<file path="config.mk">
export PLATFORM = sky130hd
export DESIGN_NAME = hyperram_bus_arbiter
export DESIGN_NICKNAME = d
export VERILOG_FILES = /design/src/rtl/hyperram_bus_arbiter.sv
export SDC_FILE = /design/constraint.sdc
export NUM_CORES = 1
export LEC_CHECK = 0
export ABC_CLOCK_PERIOD_IN_PS = 3990
export CAP_MARGIN = 10
export CORE_ASPECT_RATIO = 0.8
export CORE_MARGIN = 8
export CORE_UTILIZATION = 29
export CTS_CLUSTER_DIAMETER = 30
export DETAILED_ROUTE_END_ITERATION = 7
export PLACE_DENSITY_LB_ADDON = 0.05
export SYNTH_ARGS = -nofsm -noshare
export SYNTH_HDL_FRONTEND = slang
export SYNTH_SLANG_ARGS = --single-unit
</file>
<file path="constraint.sdc">
create_clock -name clk_48MHz -period 3.99 [get_ports clk_48MHz]
set_input_delay 0.798 -clock clk_48MHz [delete_from_list [all_inputs] [get_ports clk_48MHz]]
set_output_delay 0.798 -clock clk_48MHz [all_outputs]
set_load 0.005 [all_outputs]
</file>
<file path="src/rtl/hyperram_bus_arbiter.sv">
// Arbitrates the shared HyperRAM between the IR FPGA (writer) and the local burst
// reader, with guard windows at every hand-over, a CE-low watchdog and retry handling.
module hyperram_bus_arbiter #(
    parameter int unsigned GUARD_CYC      = 8,
    parameter int unsigned CE_MAX_CYC     = 96,
    parameter int unsigned BURST_BYTES    = 12,
    parameter int unsigned FRAME_BYTES    = 1032,
    parameter int unsigned WR_TIMEOUT_CYC = 576000000,
    parameter int unsigned MAX_RETRY      = 10
) (
    input  logic        clk_48MHz,
    input  logic        rst_n,
    input  logic        wr_req_i,
    input  logic        wr_done_i,
    output logic        owner_o,
    output logic        rd_start_o,
    output logic [31:0] rd_addr_o,
    input  logic        rd_done_i,
    input  logic        rd_ok_i,
    input  logic        ce_local_i,
    output logic        ce_abort_o,
    output logic        frame_done_o,
    output logic        busy_o,
    output logic [1:0]  err_o,
    output logic [2:0]  state_o
);
    typedef enum logic [2:0] {
        IDLE      = 3'd0,
        IR_OWN    = 3'd1,
        GUARD_LOC = 3'd2,
        RD_ISSUE  = 3'd3,
        RD_WAIT   = 3'd4,
        GUARD_IR  = 3'd5
    } state_t;

    localparam int GW = $clog2(GUARD_CYC + 1);
    localparam int CW = $clog2(CE_MAX_CYC + 1);
    localparam int TW = $clog2(WR_TIMEOUT_CYC + 1);
    localparam int RW = $clog2(MAX_RETRY + 1);
    localparam logic [GW-1:0] GUARD_LAST = GW'(GUARD_CYC - 1);
    localparam logic [CW-1:0] CE_LAST    = CW'(CE_MAX_CYC - 1);
    localparam logic [TW-1:0] TIMER_LAST = TW'(WR_TIMEOUT_CYC - 1);
    localparam logic [RW-1:0] RETRY_LAST = RW'(MAX_RETRY - 1);
    localparam logic [31:0]   BURST_STEP = 32'(BURST_BYTES);
    localparam logic [31:0]   FRAME_LIM  = 32'(FRAME_BYTES);

    state_t        state;
    logic          owner, rdStart, ceAbort, frameDone, pending, aborted;
    logic [31:0]   rdAddr;
    logic [1:0]    err;
    logic [GW-1:0] guardCnt;
    logic [CW-1:0] ceCnt;
    logic [TW-1:0] wrTimer;
    logic [RW-1:0] retryCnt;
    logic [2:0]    reqSync, doneSync;

    logic        reqEdge, doneEdge, abortNow, burstFailed, retryExhausted, advance, pendingNow;
    logic [31:0] nextAddr;

    // Two flops resolve metastability, the third holds the previous level for edge detection.
    always_ff @(posedge clk_48MHz or negedge rst_n) begin
        if (!rst_n) begin
            reqSync  <= '0;
            doneSync <= '0;
        end else begin
            reqSync  <= {reqSync[1:0], wr_req_i};
            doneSync <= {doneSync[1:0], wr_done_i};
        end
    end

    always_comb begin
        reqEdge        = reqSync[1] & ~reqSync[2];
        doneEdge       = doneSync[1] & ~doneSync[2];
        nextAddr       = rdAddr + BURST_STEP;
        abortNow       = (state == RD_WAIT) && !ce_local_i && !aborted && (ceCnt == CE_LAST);
        burstFailed    = !rd_ok_i || aborted || abortNow;
        retryExhausted = (retryCnt == RETRY_LAST);
        advance        = !burstFailed || retryExhausted;
        pendingNow     = pending || reqEdge;
    end

    // NOTE: sequential state uses non-blocking assignments so every register samples pre-edge values.
    always_ff @(posedge clk_48MHz or negedge rst_n) begin
        if (!rst_n) begin
            state     <= IDLE;
            owner     <= 1'b0;
            rdStart   <= 1'b0;
            rdAddr    <= '0;
            ceAbort   <= 1'b0;
            frameDone <= 1'b0;
            err       <= '0;
            pending   <= 1'b0;
            aborted   <= 1'b0;
            guardCnt  <= '0;
            ceCnt     <= '0;
            wrTimer   <= '0;
            retryCnt  <= '0;
        end else begin
            rdStart   <= 1'b0;
            ceAbort   <= 1'b0;
            frameDone <= 1'b0;
            unique case (state)
                IDLE: begin
                    if (reqEdge) begin
                        state   <= IR_OWN;
                        wrTimer <= '0;
                    end
                end
                IR_OWN: begin
                    if (doneEdge || wrTimer == TIMER_LAST) begin
                        if (!doneEdge) err[0] <= 1'b1;
                        state    <= GUARD_LOC;
                        guardCnt <= '0;
                        rdAddr   <= '0;
                        retryCnt <= '0;
                    end else begin
                        wrTimer <= wrTimer + TW'(1);
                    end
                end
                GUARD_LOC: begin
                    if (reqEdge) pending <= 1'b1;
                    if (guardCnt == GUARD_LAST) begin
                        owner   <= 1'b1;
                        rdStart <= 1'b1;
                        state   <= RD_ISSUE;
                    end else begin
                        guardCnt <= guardCnt + GW'(1);
                    end
                end
                RD_ISSUE: begin
                    if (reqEdge) pending <= 1'b1;
                    ceCnt   <= '0;
                    aborted <= 1'b0;
                    state   <= RD_WAIT;
                end
                RD_WAIT: begin
                    if (reqEdge) pending <= 1'b1;
                    // The watchdog fires once per burst; the reader still owes us rd_done_i.
                    if (!ce_local_i) begin
                        if (abortNow) begin
                            ceAbort <= 1'b1;
                            aborted <= 1'b1;
                        end else if (ceCnt != CE_LAST) begin
                            ceCnt <= ceCnt + CW'(1);
                        end
                    end else begin
                        ceCnt <= '0;
                    end
                    if (rd_done_i) begin
                        retryCnt <= advance ? '0 : retryCnt + RW'(1);
                        if (burstFailed && retryExhausted) err[1] <= 1'b1;
                        if (pendingNow) begin
                            state    <= GUARD_IR;
                            guardCnt <= '0;
                        end else if (advance && nextAddr >= FRAME_LIM) begin
                            frameDone <= 1'b1;
                            state     <= GUARD_IR;
                            guardCnt  <= '0;
                        end else begin
                            if (advance) rdAddr <= nextAddr;
                            rdStart <= 1'b1;
                            state   <= RD_ISSUE;
                        end
                    end
                end
                GUARD_IR: begin
                    // A request arriving during the hand-back is kept rather than dropped.
                    if (reqEdge) pending <= 1'b1;
                    if (guardCnt == GUARD_LAST) begin
                        owner <= 1'b0;
                        if (pendingNow) begin
                            pending <= 1'b0;
                            wrTimer <= '0;
                            state   <= IR_OWN;
                        end else begin
                            state <= IDLE;
                        end
                    end else begin
                        guardCnt <= guardCnt + GW'(1);
                    end
                end
                default: state <= IDLE;
            endcase
        end
    end

    assign owner_o      = owner;
    assign rd_start_o   = rdStart;
    assign rd_addr_o    = rdAddr;
    assign ce_abort_o   = ceAbort;
    assign frame_done_o = frameDone;
    assign err_o        = err;
    assign state_o      = state;
    assign busy_o       = (state != IDLE);
endmodule

</file>
== After elaboration in Yosys (flattened, before gate mapping) ==
Index checks and enable logic that the tools add are counted.
Operators by class
  add/subtract/negate cells: 5
  $lt $le $gt $ge: 1
  equal/unequal tests: 26
  muxes and demuxes: 55
  bitwise logic cells: 5
  reduce and logical (&&, ||, !) cells: 34
Operators by type and width (count)
  two-way mux 32 bit: 5
  two-way mux 30 bit: 4
  one-hot mux 30 bit (3 select lines): 1
  one-hot mux 32 bit (2 select lines): 1
  adder 32 x 4 -> 32 bit (second input constant): 1
  greater-or-equal comparator 32 x 11 -> 1 bit (second input constant): 1
  adder 30 x 1 -> 30 bit (second input constant): 1
  equality test 30 bit (second input constant): 1
  two-way mux 4 bit: 7
  inequality test 2 bit (second input constant): 13
  two-way mux 3 bit: 7
  two-way mux 7 bit: 3
  two-way mux 1 bit: 19
  one-hot mux 3 bit (6 select lines): 1
  AND reduction 3 bit: 6
  AND reduction 5 bit: 3
  one-hot mux 7 bit (2 select lines): 1
  one-hot mux 4 bit (3 select lines): 1
  nonzero test 3 bit: 3
  adder 4 x 1 -> 4 bit (second input constant): 2
  one-hot mux 1 bit (2 select lines): 4
  one-hot mux 4 bit (2 select lines): 1
  nonzero test 2 bit: 4
  adder 7 x 1 -> 7 bit (second input constant): 1
  18 further kinds: 35
Storage, ports and cells
  register bits: 94
  input port bits: 7
  output and inout port bits: 42
  word-level logic and storage cells: 142

== Depth between registers and ports, before layout ==
Gate-level depths: netlist of the first run.
  depth in word-level cells: 12
  gate-level depth with buffers: 12
  depth with buffers taken out: 11

== Worst setup path after synthesis of the first run ==
No wires, ideal clock.
  path kind: flip-flop to flip-flop
  from: reg rdAddr[2], in the netlist rd_addr_o[2]
  to: reg rdAddr[6], in the netlist rd_addr_o[6]
  setup time: 0.124 ns
  arrival time: 2.988 ns
  data required time: 3.866 ns
  path slack: 0.878 ns
  cell stages (with the launch flop): 12
  buffers on the path: 0
  clock period less this slack: 3.112 ns
  path through: dfrtp_1 -> inv_1 -> ha_1 -> nand2b_1 -> or3_4 -> or4_1 -> a311oi_2 -> nand4_2 -> o21bai_4 -> a21oi_2 -> or2_1 -> a211o_1
On the way
  longest elaborated chain between the ends: 6
RTL lines
  start: declaration: RTL line 49  | logic [31:0] rdAddr;
  start signal: assignment: RTL line 160  | if (advance) rdAddr <= nextAddr;
  adder 32 x 4 -> 32 bit *: RTL line 74  | nextAddr = rdAddr + BURST_STEP;
  parallel branches: the longest is 5 deep, another holds greater-or-equal comparator 32 x 11 -> 1 bit
Every way passes the cells marked *. The select of a mux whose other input is x is not followed.
A chain may end at the register's enable or synchronous reset.

== Final worst setup path of the first run ==
  from: reg rdAddr[2], in the netlist rd_addr_o[2]
  to: reg rdAddr[3], in the netlist rd_addr_o[3]
Same word-level chain as after synthesis.

==> results of run 1 <==
[critical path, delay by kind of cell (launching register included)]
family                     cells  cell delay [ns]
and+or+nand+nor                5             1.61
AOI/OAI and AO/OA              3             0.58
DFF                            1             0.43
muxes                          1             0.37
adders and majority gates      1             0.29
buffers and inverters          1             0.11
[power groups by stage]
stage	Combinational [mW]	Clock, mW	Sequential, mW
3_3_place_gp	0.937	0	1.14
4_1_cts	0.949	0.879	1.13
2_1_floorplan	0.615	0	1.09
6_report	0.929	0.840	1.13
3_5_place_dp	0.945	0	1.15
5_1_grt	1.04	0.905	1.15
[registers in the layout, summed over array words and instances, names as in the netlist, 2 cells and up]
signal and count:
rd_addr_o 30, ceCnt 7, wrTimer 30, doneSync 3
err_o 2, guardCnt 4, state_o 3, retryCnt 4
reqSync 3
[kinds of logic after synthesis]
group | synth area share [%]
flip-flops | 46.3
buffers and inverters | 2.31
XOR/XNOR | 2.99
AND/OR/NAND/NOR | 29.6
adder cells (fa/ha/maj) | 1.76
AO/OA/AOI/OAI | 15.0
multiplexers | 1.96
other | 0.0754
[metal layers]
layer	wire length (µm)	vias to the layer above
met5	0	-
met3	496	9
met1	6810	1973
met2	5630	73
li1	-	2074
met4	130	0
[through the flow]
step | hold WS [ns] | util (%)
CTS | 0.355 | 35.4
global route | 0.370 | 35.4
finish | 0.350 | 35.4
floorplan | 0.331 | -
detailed placement | 0.336 | 33.7
global placement | 0.334 | 33.7
[synthesized netlist by cell type, types with 2 or more instances]
| cell | count |
|---|---|
| nor3b_1 | 6 |
| o21ai_1 | 2 |
| or3_1 | 12 |
| and2_1 | 5 |
| mux2_2 | 6 |
| mux2i_1 | 3 |
| a211o_1 | 5 |
| buf_2 | 5 |
| clkbuf_1 | 9 |
| o211ai_1 | 2 |
| nor4_1 | 9 |
| nand3b_1 | 4 |
| or4_1 | 2 |
| or2_2 | 2 |
| nand3_1 | 21 |
| xor2_1 | 11 |
| xnor2_1 | 6 |
| a21o_1 | 3 |
| nor2_1 | 56 |
| and3_1 | 15 |
| buf_4 | 2 |
| inv_1 | 10 |
| o41ai_1 | 4 |
| ha_1 | 7 |
| nor2b_1 | 28 |
| a22o_1 | 3 |
| o21ai_0 | 40 |
| a31oi_1 | 5 |
| a21oi_1 | 17 |
| and4_1 | 6 |
| dfrtp_1 | 92 |
| o22a_1 | 3 |
| nand2b_1 | 8 |
| nor3_1 | 19 |
| o31ai_1 | 6 |
| o22ai_1 | 2 |
| nand2_1 | 51 |
| nor4b_1 | 4 |
| nand4_1 | 18 |
| o21a_1 | 3 |
[cell type report]
type / instances / area [µm²] / area share, %
clock buffer: 10 / 239 / 3.96
sequential: 92 / 2300 / 38.2
multi-input combinational: 422 / 2560 / 42.4
tap: 225 / 282 / 4.67
inverter: 10 / 37.5 / 0.623
timing repair buffer: 61 / 571 / 9.46
clock inverter: 3 / 40.0 / 0.664
[how the worst max path moves through the flow]
stage / startpoint / to / slack [ns] / cells past startpoint
after detailed placement: rd_addr_o[2] / rd_addr_o[3] / 0.46 / 11
final: rd_addr_o[2] / rd_addr_o[3] / 0.51 / 11
after global placement: rd_addr_o[2] / rd_addr_o[3] / 0.58 / 11
after global routing: rd_addr_o[2] / rd_addr_o[3] / 0.26 / 11
after CTS: rd_addr_o[2] / rd_addr_o[3] / 0.47 / 11
after floorplan: rd_addr_o[2] / rd_addr_o[6] / 0.88 / 11
==> out/results.tsv, run 1 <==
metric	value	unit
initial antenna violation count	0	
met2 usage	18.3	%
Power Dens Cells	481	nW/µm²
final std cells w/o fill	823	
Rel. slew slack	38.2	%
H-tree depth	3	
Synth Flop Type	dfrtp_1	
Clock power frac	29.0	%
top-area cell type share of the netlist area	46.3	%
Pint	1.86	mW
Finished Cell Area	6030	µm²
# IOs	49	
Gate power share	32.0	%
CTS Hold Bufs	0	
part of the power in registers	39.0	%
total grt overflow	0	
number of synthesized register bits	92	
Die ar.	21600	µm²
largest area contributor in the netlist	dfrtp_1	
Num Clock Sinks	92	
Area contributors post-synth	dfrtp_1 (46%), nor2_1 (4.2%), o21ai_0 (4.0%)	
WS Path Type	flip-flop to flip-flop	
Post-CTS Setup Bufs	0	
post-CTS sizing	0	
Netlist cell types	68	
pre-CTS WS	0.463	ns
CTS tree	yes	
Final HPWL DP	9.35	mm
Rows	43	
hold depth	0	
syn_area_per_cell	9.21	µm²
CP peak stage delay	0.51	ns
reg-to-reg endpoint	rd_addr_o[3]	
CP Data Arrival Time	3.72	ns
max cap viols	0	
Post-synth EDFFs	0	
diode count	0	
area grow syn2layout	21.3	%
R2R Setup Slk	0.51	ns
RSZ-0062 raised after global routing	false	
drt drc	0	
Sw Share	35.9	%
buffers added on ports	46	
initial core utilization	29.2	%
P_leak	2.55	nW
Die X	162	µm
fin crit period	3.48	ns
nets	610	
NetSw	1.04	mW
layout cells sized above 1	8.03	%
DRT antenna net count	0	
GRT busiest layer	met2	
status	finished, final reports clean	
sequential cell area fraction in the yosys report	46.3	%
cell count after synthesis	540	
Total Power	2.90	mW
1st-pass router iterations	5	
CP Max Fanout	13	
Critical-path top delay cell	or4_1	
clock root buffer	clkbuf_16	
WL/cell	15.9	µm
placed inst area	5750	µm²
Hold Path End	reqSync[1]	
Clk pin slew, worst setup/hold paths	0.07	ns
final setup violation count	0	
vias in the first global route	4023	
most common cell after layout, fill and taps aside	dfrtp_1	
Placer Congestion	0.772	
Vias	4129	
commonest cells after routing, fill and taps aside	dfrtp_1 (92), nor2_1 (56), nand2_1 (51)	
reg2reg path depth	11	
TNS Setup	0	ns
Max VDD drop	0.231	mV
hold_sp	reqSync[0]	
Filler cells	1734	
M3 GR Usage	2.87	%
Setup WS post-layout	0.506	ns
crit path cell chain	inv_1, ha_1, nand2b_1, or3_4, or4_1, a311oi_2, nand4_2, o21bai_4, a21oi_2, nor2_4, mux2_2	
pins over their slew limit	0	
Ys Warns	0	
initial DRC count	282	
Max Buffers Root-to-Sink	2	
Routed WL	13.1	mm
first-pass GRT wire length	21.8	mm
Final Cycle Share	87.3	%
Max Fclk	0.287	GHz
clock latency on the worst-skew pair	0.35	ns
Post-Syn Area	4970	µm²
measured slew at the worst slew-check pin	0.927	ns
final hold violation count	0	
largest net degree at the start of global routing	72	
asr flop ratio synth	100	%
DP Cell Count	810	
Crit. End Element	flip-flop	
Core Box Area	17100	µm²
worst flop-to-flop path startpoint	rd_addr_o[2]	
Fin Clk Skew	0.00780	ns
all-layer global routing usage	12.5	%
crit start category	flip-flop	
total CTS buffers	9	
required time worst endpoint	4.23	ns
Hold WC Path Type	flip-flop to flip-flop	
via/cell ratio	5.02	
Die Height	133	µm
GR Layer Usage met1	17.9	%
No activity file was read; power rests on OpenSTA's default activity.
==> inputs of run 2 (changes only) <==
DONT_BUFFER_PORTS = 1   (was not set)
GPL_ROUTABILITY_DRIVEN = 0   (was not set)
==> out/results.tsv, run 2 (synthesis results as in run 1) <==
metric	value	unit
R2R Setup Slk	0.48	ns
Hold WC Path Type	input port to asynchronous set/reset pin	
Core Box Area	17100	µm²
Power Dens Cells	506	nW/µm²
placed inst area	5310	µm²
WL/cell	16.4	µm
required time worst endpoint	4.22	ns
Vias	3994	
nets	566	
H-tree depth	3	
Max VDD drop	0.215	mV
Final HPWL DP	8.88	mm
reg-to-reg endpoint	rd_addr_o[6]	
initial antenna violation count	0	
Clock power frac	30.5	%
Post-CTS Setup Bufs	0	
RSZ-0062 raised after global routing	false	
largest net degree at the start of global routing	93	
initial DRC count	207	
Die X	162	µm
WS Path Type	flip-flop to flip-flop	
reg2reg path depth	11	
CTS Hold Bufs	0	
all-layer global routing usage	12.3	%
Max Buffers Root-to-Sink	2	
1st-pass router iterations	4	
first-pass GRT wire length	21.3	mm
P_leak	2.40	nW
max cap viols	0	
vias in the first global route	3880	
Rows	43	
Gate power share	30.7	%
commonest cells after routing, fill and taps aside	dfrtp_1 (92), nor2_1 (56), nand2_1 (51)	
layout cells sized above 1	9.16	%
Finished Cell Area	5600	µm²
drt drc	0	
crit start category	flip-flop	
NetSw	1.04	mW
Filler cells	1739	
pins over their slew limit	0	
DRT antenna net count	0	
diode count	0	
total grt overflow	0	
Crit. End Element	flip-flop	
post-CTS sizing	0	
via/cell ratio	5.11	
final setup violation count	0	
total CTS buffers	9	
Die ar.	21600	µm²
CP Data Arrival Time	3.74	ns
part of the power in registers	38.8	%
# IOs	49	
Clk pin slew, worst setup/hold paths	0.07	ns
Final Cycle Share	88.0	%
most common cell after layout, fill and taps aside	dfrtp_1	
final design utilization	32.8	%
fin crit period	3.51	ns
Die Height	133	µm
initial core utilization	29.2	%
area grow syn2layout	12.7	%
Total Power	2.84	mW
worst flop-to-flop path startpoint	rd_addr_o[2]	
Setup WS post-layout	0.478	ns
Pint	1.80	mW
pre-CTS WS	0.492	ns
clock root buffer	clkbuf_16	
CP Max Fanout	7	
status	finished, final reports clean	
TNS Setup	0	ns
Sw Share	36.6	%
Routed WL	12.8	mm
CTS tree	yes	
measured slew at the worst slew-check pin	0.717	ns
clock latency on the worst-skew pair	0.35	ns
buffers added on ports	0	
Fin Clk Skew	0.00834	ns
Max Fclk	0.285	GHz
Num Clock Sinks	92	
Rel. slew slack	51.7	%
final hold violation count	0	
[run 2: changes by cell type in the layout (fill, tap and decap cells not counted), sizes merged]
cell           previous run  this run
clkinv                    2         4
clkinvlp                  0         1
clkdlybuf4s50            45         0
buf                      16        17
[run 2: worst max-delay path, stage by stage, from the launching register on]
cell and delay, ns:
dfrtp_1 0.49, inv_1 0.14, ha_1 0.31, nand2b_1 0.23
or3_4 0.39, or4_1 0.51, a311oi_2 0.24, nand4_2 0.18
o21bai_4 0.22, a21oi_2 0.11, or2_1 0.28, a211o_1 0.30
[run 2: area by class of cell]
type / instances / area (µm²) / share of cell area, %
inverter: 10 / 37.5 / 0.670
sequential: 92 / 2300 / 41.1
multi-input combinational: 422 / 2560 / 45.7
tap: 225 / 282 / 5.03
timing repair buffer: 17 / 128 / 2.28
clock buffer: 10 / 229 / 4.09
clock inverter: 6 / 65.1 / 1.16
[run 2: stage by stage]
step           cells  hold WS (ns)
2_1_floorplan    541         0.331
3_3_place_gp     766         0.337
3_5_place_dp     766         0.337
4_1_cts          782         0.124
5_1_grt          782         0.124
6_report         782         0.150
[run 2: worst max path at each step]
stage                   end  depth (start not counted)         start
3_3_place_gp   rd_addr_o[6]                         11  rd_addr_o[2]
5_1_grt        rd_addr_o[6]                         11  rd_addr_o[2]
3_5_place_dp   rd_addr_o[9]                         11  rd_addr_o[2]
6_report       rd_addr_o[6]                         11  rd_addr_o[2]
2_1_floorplan  rd_addr_o[6]                         11  rd_addr_o[2]
4_1_cts        rd_addr_o[6]                         11  rd_addr_o[2]
[run 2: power groups by stage]
stage / sequential, mW / clock, mW / combinational [mW]
global route: 1.11 / 0.929 / 0.987
floorplan: 1.09 / 0 / 0.615
CTS: 1.10 / 0.904 / 0.884
detailed placement: 1.12 / 0 / 0.881
finish: 1.10 / 0.864 / 0.871
global placement: 1.12 / 0 / 0.879
[run 2: per-layer routing]
metal	vias up	GRT usage, %	routed length [µm]	part of all wire, %
met4	0	3.85	121	0.94
met5	-	0	0	0
met2	74	18.4	5620	44
li1	1991	-	-	-
met1	1921	16.7	6410	50
met3	8	3.52	691	5.4
==> RTL edit: new RTL, config.mk and constraints of run 1 <==
Change the parameter `WR_TIMEOUT_CYC` from 576000000 to 144000000.
--- a/src/rtl/hyperram_bus_arbiter.sv
+++ b/src/rtl/hyperram_bus_arbiter.sv
@@ -5,7 +5,7 @@
     parameter int unsigned CE_MAX_CYC     = 96,
     parameter int unsigned BURST_BYTES    = 12,
     parameter int unsigned FRAME_BYTES    = 1032,
-    parameter int unsigned WR_TIMEOUT_CYC = 576000000,
+    parameter int unsigned WR_TIMEOUT_CYC = 144000000,
     parameter int unsigned MAX_RETRY      = 10
 ) (
     input  logic        clk_48MHz,
Behaviour: same outputs for any inputs over 10 cycles, from zero or initial values and one cycle with rst_n low; that may be too few to reach the edited logic, so the function may still have changed.
==> RTL edit against run 1 <==
  * Sequential share of layout area fell by 1.4 points
  * Die area rose by 1.2%
  * Critical endpoint unchanged
  * Count of clock-buffer cells in the layout fell by 1
  * Sequential cell count fell by 2
  * Routed wire length rose by 2.8%
  * Total power fell by 0.21%
  * Largest power group unchanged
  * Setup slack got worse by 0.085 ns
  * Synthesized area rose by 1.3%
  * Global-route usage rose by 0.44 points
  * Cell area rose by 1.5%
  * Sequential power fell by 5%
  * Clock power rose by 21%
==> RTL edit: results (changes against run 1) <==
run status - finished, final reports clean (unchanged)
Syn Area/Cell - 9.38 µm² (was 9.21 µm²)
skew final - 0.00875 ns (was 0.00780 ns)
hpwl dp - 9.34 mm (was 9.35 mm)
Hold Path Class - reg -> reg (unchanged)
synth unique cells - 78 (was 68)
Post-Place Setup Slack - 0.359 ns (was 0.463 ns)
post-synthesis sequential area ratio - 44.7% (was 46.3%)
later-pin clock latency in the skew report - 0.35 ns (about the same)
top cells by count, synth - dfrtp_1, nor2_1, nand2_1 (unchanged)
vias in the first global route - 4225 (was 4023)
switching portion of total power - 34.5% (was 35.9%)
number of buffers created by CTS - 9 (unchanged)
Pre-antenna DRT Iters - 4 (was 5)
detailed-route via count - 4145 (was 4129)
Rel. slew slack - 56.5% (was 38.2%)
slowest CP cell - or4_4 (was or4_1)
CP Max Fanout - 23 (was 13)
RD Place Congestion - 0.763 (was 0.772)
largest cells by area after synthesis - dfrtp_1, o21ai_0, xnor2_1 (was dfrtp_1, nor2_1, o21ai_0)
drt first-iter violations - 209 (was 282)
nets@finish - 599 (was 610)
first-pass GRT wire length - 22.7 mm (was 21.8 mm)
final cell count without fillers - 815 (was 823)
DRT Wirelength - 13.4 mm (was 13.1 mm)
worst vdd ir - 0.243 mV (was 0.231 mV)
Leakage - 2.53 nW (was 2.55 nW)
GRT Total Usage - 12.9% (was 12.5%)
placed cells - 799 (was 810)
share of layout cells above drive strength 1 - 10.7% (was 8.03%)
CP arrival - 3.81 ns (was 3.72 ns)
pin count of the biggest net entering global routing - 91 (was 72)
Filler cells - 1760 (was 1734)
Crit path largest cell delay - 0.60 ns (was 0.51 ns)
[RTL edit: changes by cell type in the layout (fill, tap and decap cells not counted), moves of 6 or more]
cell and delta:
and2_1 +9, and2_4 +9, and3_1 -7, inv_1 +11, nand2_1 -9, nand3_1 +11, nor2_1 -10, nor2b_1 -20
or3_1 -6, xnor2_1 +14, xor2_1 -6
[RTL edit: power by group through the flow]
stage	clock, mW	combinational [mW]	sequential (mW)
final	1.02	0.807	1.07
after global placement	0	0.822	1.09
after detailed placement	0	0.825	1.09
after CTS	1.05	0.829	1.07
after floorplan	0	0.560	1.06
after global routing	1.09	0.920	1.09
[RTL edit: path summary, 6_finish.rpt]
path                            slack (ns)                   endpoint                     start  depth (start not counted)
worst max-delay path                  0.42   rd_addr_o[3]$_DFFE_PN0P_  rd_addr_o[2]$_DFFE_PN0P_                         10
worst min-delay path                  0.35       reqSync[1]$_DFF_PN0_      reqSync[0]$_DFF_PN0_                          0
worst max register to register        0.42   rd_addr_o[3]$_DFFE_PN0P_  rd_addr_o[2]$_DFFE_PN0P_                         10
worst min register to register        0.35       reqSync[1]$_DFF_PN0_      reqSync[0]$_DFF_PN0_                          0
max in group asynchronous             3.11    guardCnt[3]$_DFFE_PN0P_                     rst_n                          2
min in group asynchronous             0.49  rd_addr_o[17]$_DFFE_PN0P_                     rst_n                          2
[RTL edit: layout make-up]
cell class                 count  area share [%]
multi-input combinational    403            42.2
sequential                    90            36.8
timing repair buffer          60            9.41
tap                          225            4.60
clock buffer                   9            3.68
clock inverter                 7            2.02
inverter                      21            1.29
[RTL edit: per-stage QoR]
stage | area (µm²) | utilization (%) | hold slack, ns
after floorplan | 5040 | - | 0.331
after global placement | 5770 | 33.6 | 0.333
after detailed placement | 5770 | 33.6 | 0.339
after CTS | 6110 | 35.6 | 0.356
after global routing | 6120 | 35.7 | 0.370
final | 6120 | 35.7 | 0.354
[RTL edit: timing repair]
action                     CTS  global route
buffers inserted             0             0
setup endpoints to repair    0             1
hold buffers                 0             0
resized for setup            0             1
[RTL edit: logic make-up after synthesis]
group           share of synthesized area [%]
xor+xnor                                 4.35
compound gates                           15.6
buf+inv                                  4.20
simple gates                             27.6
mux                                      1.71
other cells                            0.0744
flops                                    44.7
fa+ha+maj                                1.74
[RTL edit: routing by layer]
layer | track usage [%] | vias up | wire [µm] | share of wire, %
li1 | - | 2044 | - | -
met2 | 19.3 | 62 | 5880 | 44
met5 | 0 | - | 0 | 0
met4 | 4.27 | 0 | 201 | 1.5
met1 | 17.8 | 2024 | 6860 | 51
met3 | 3.12 | 15 | 488 | 3.6
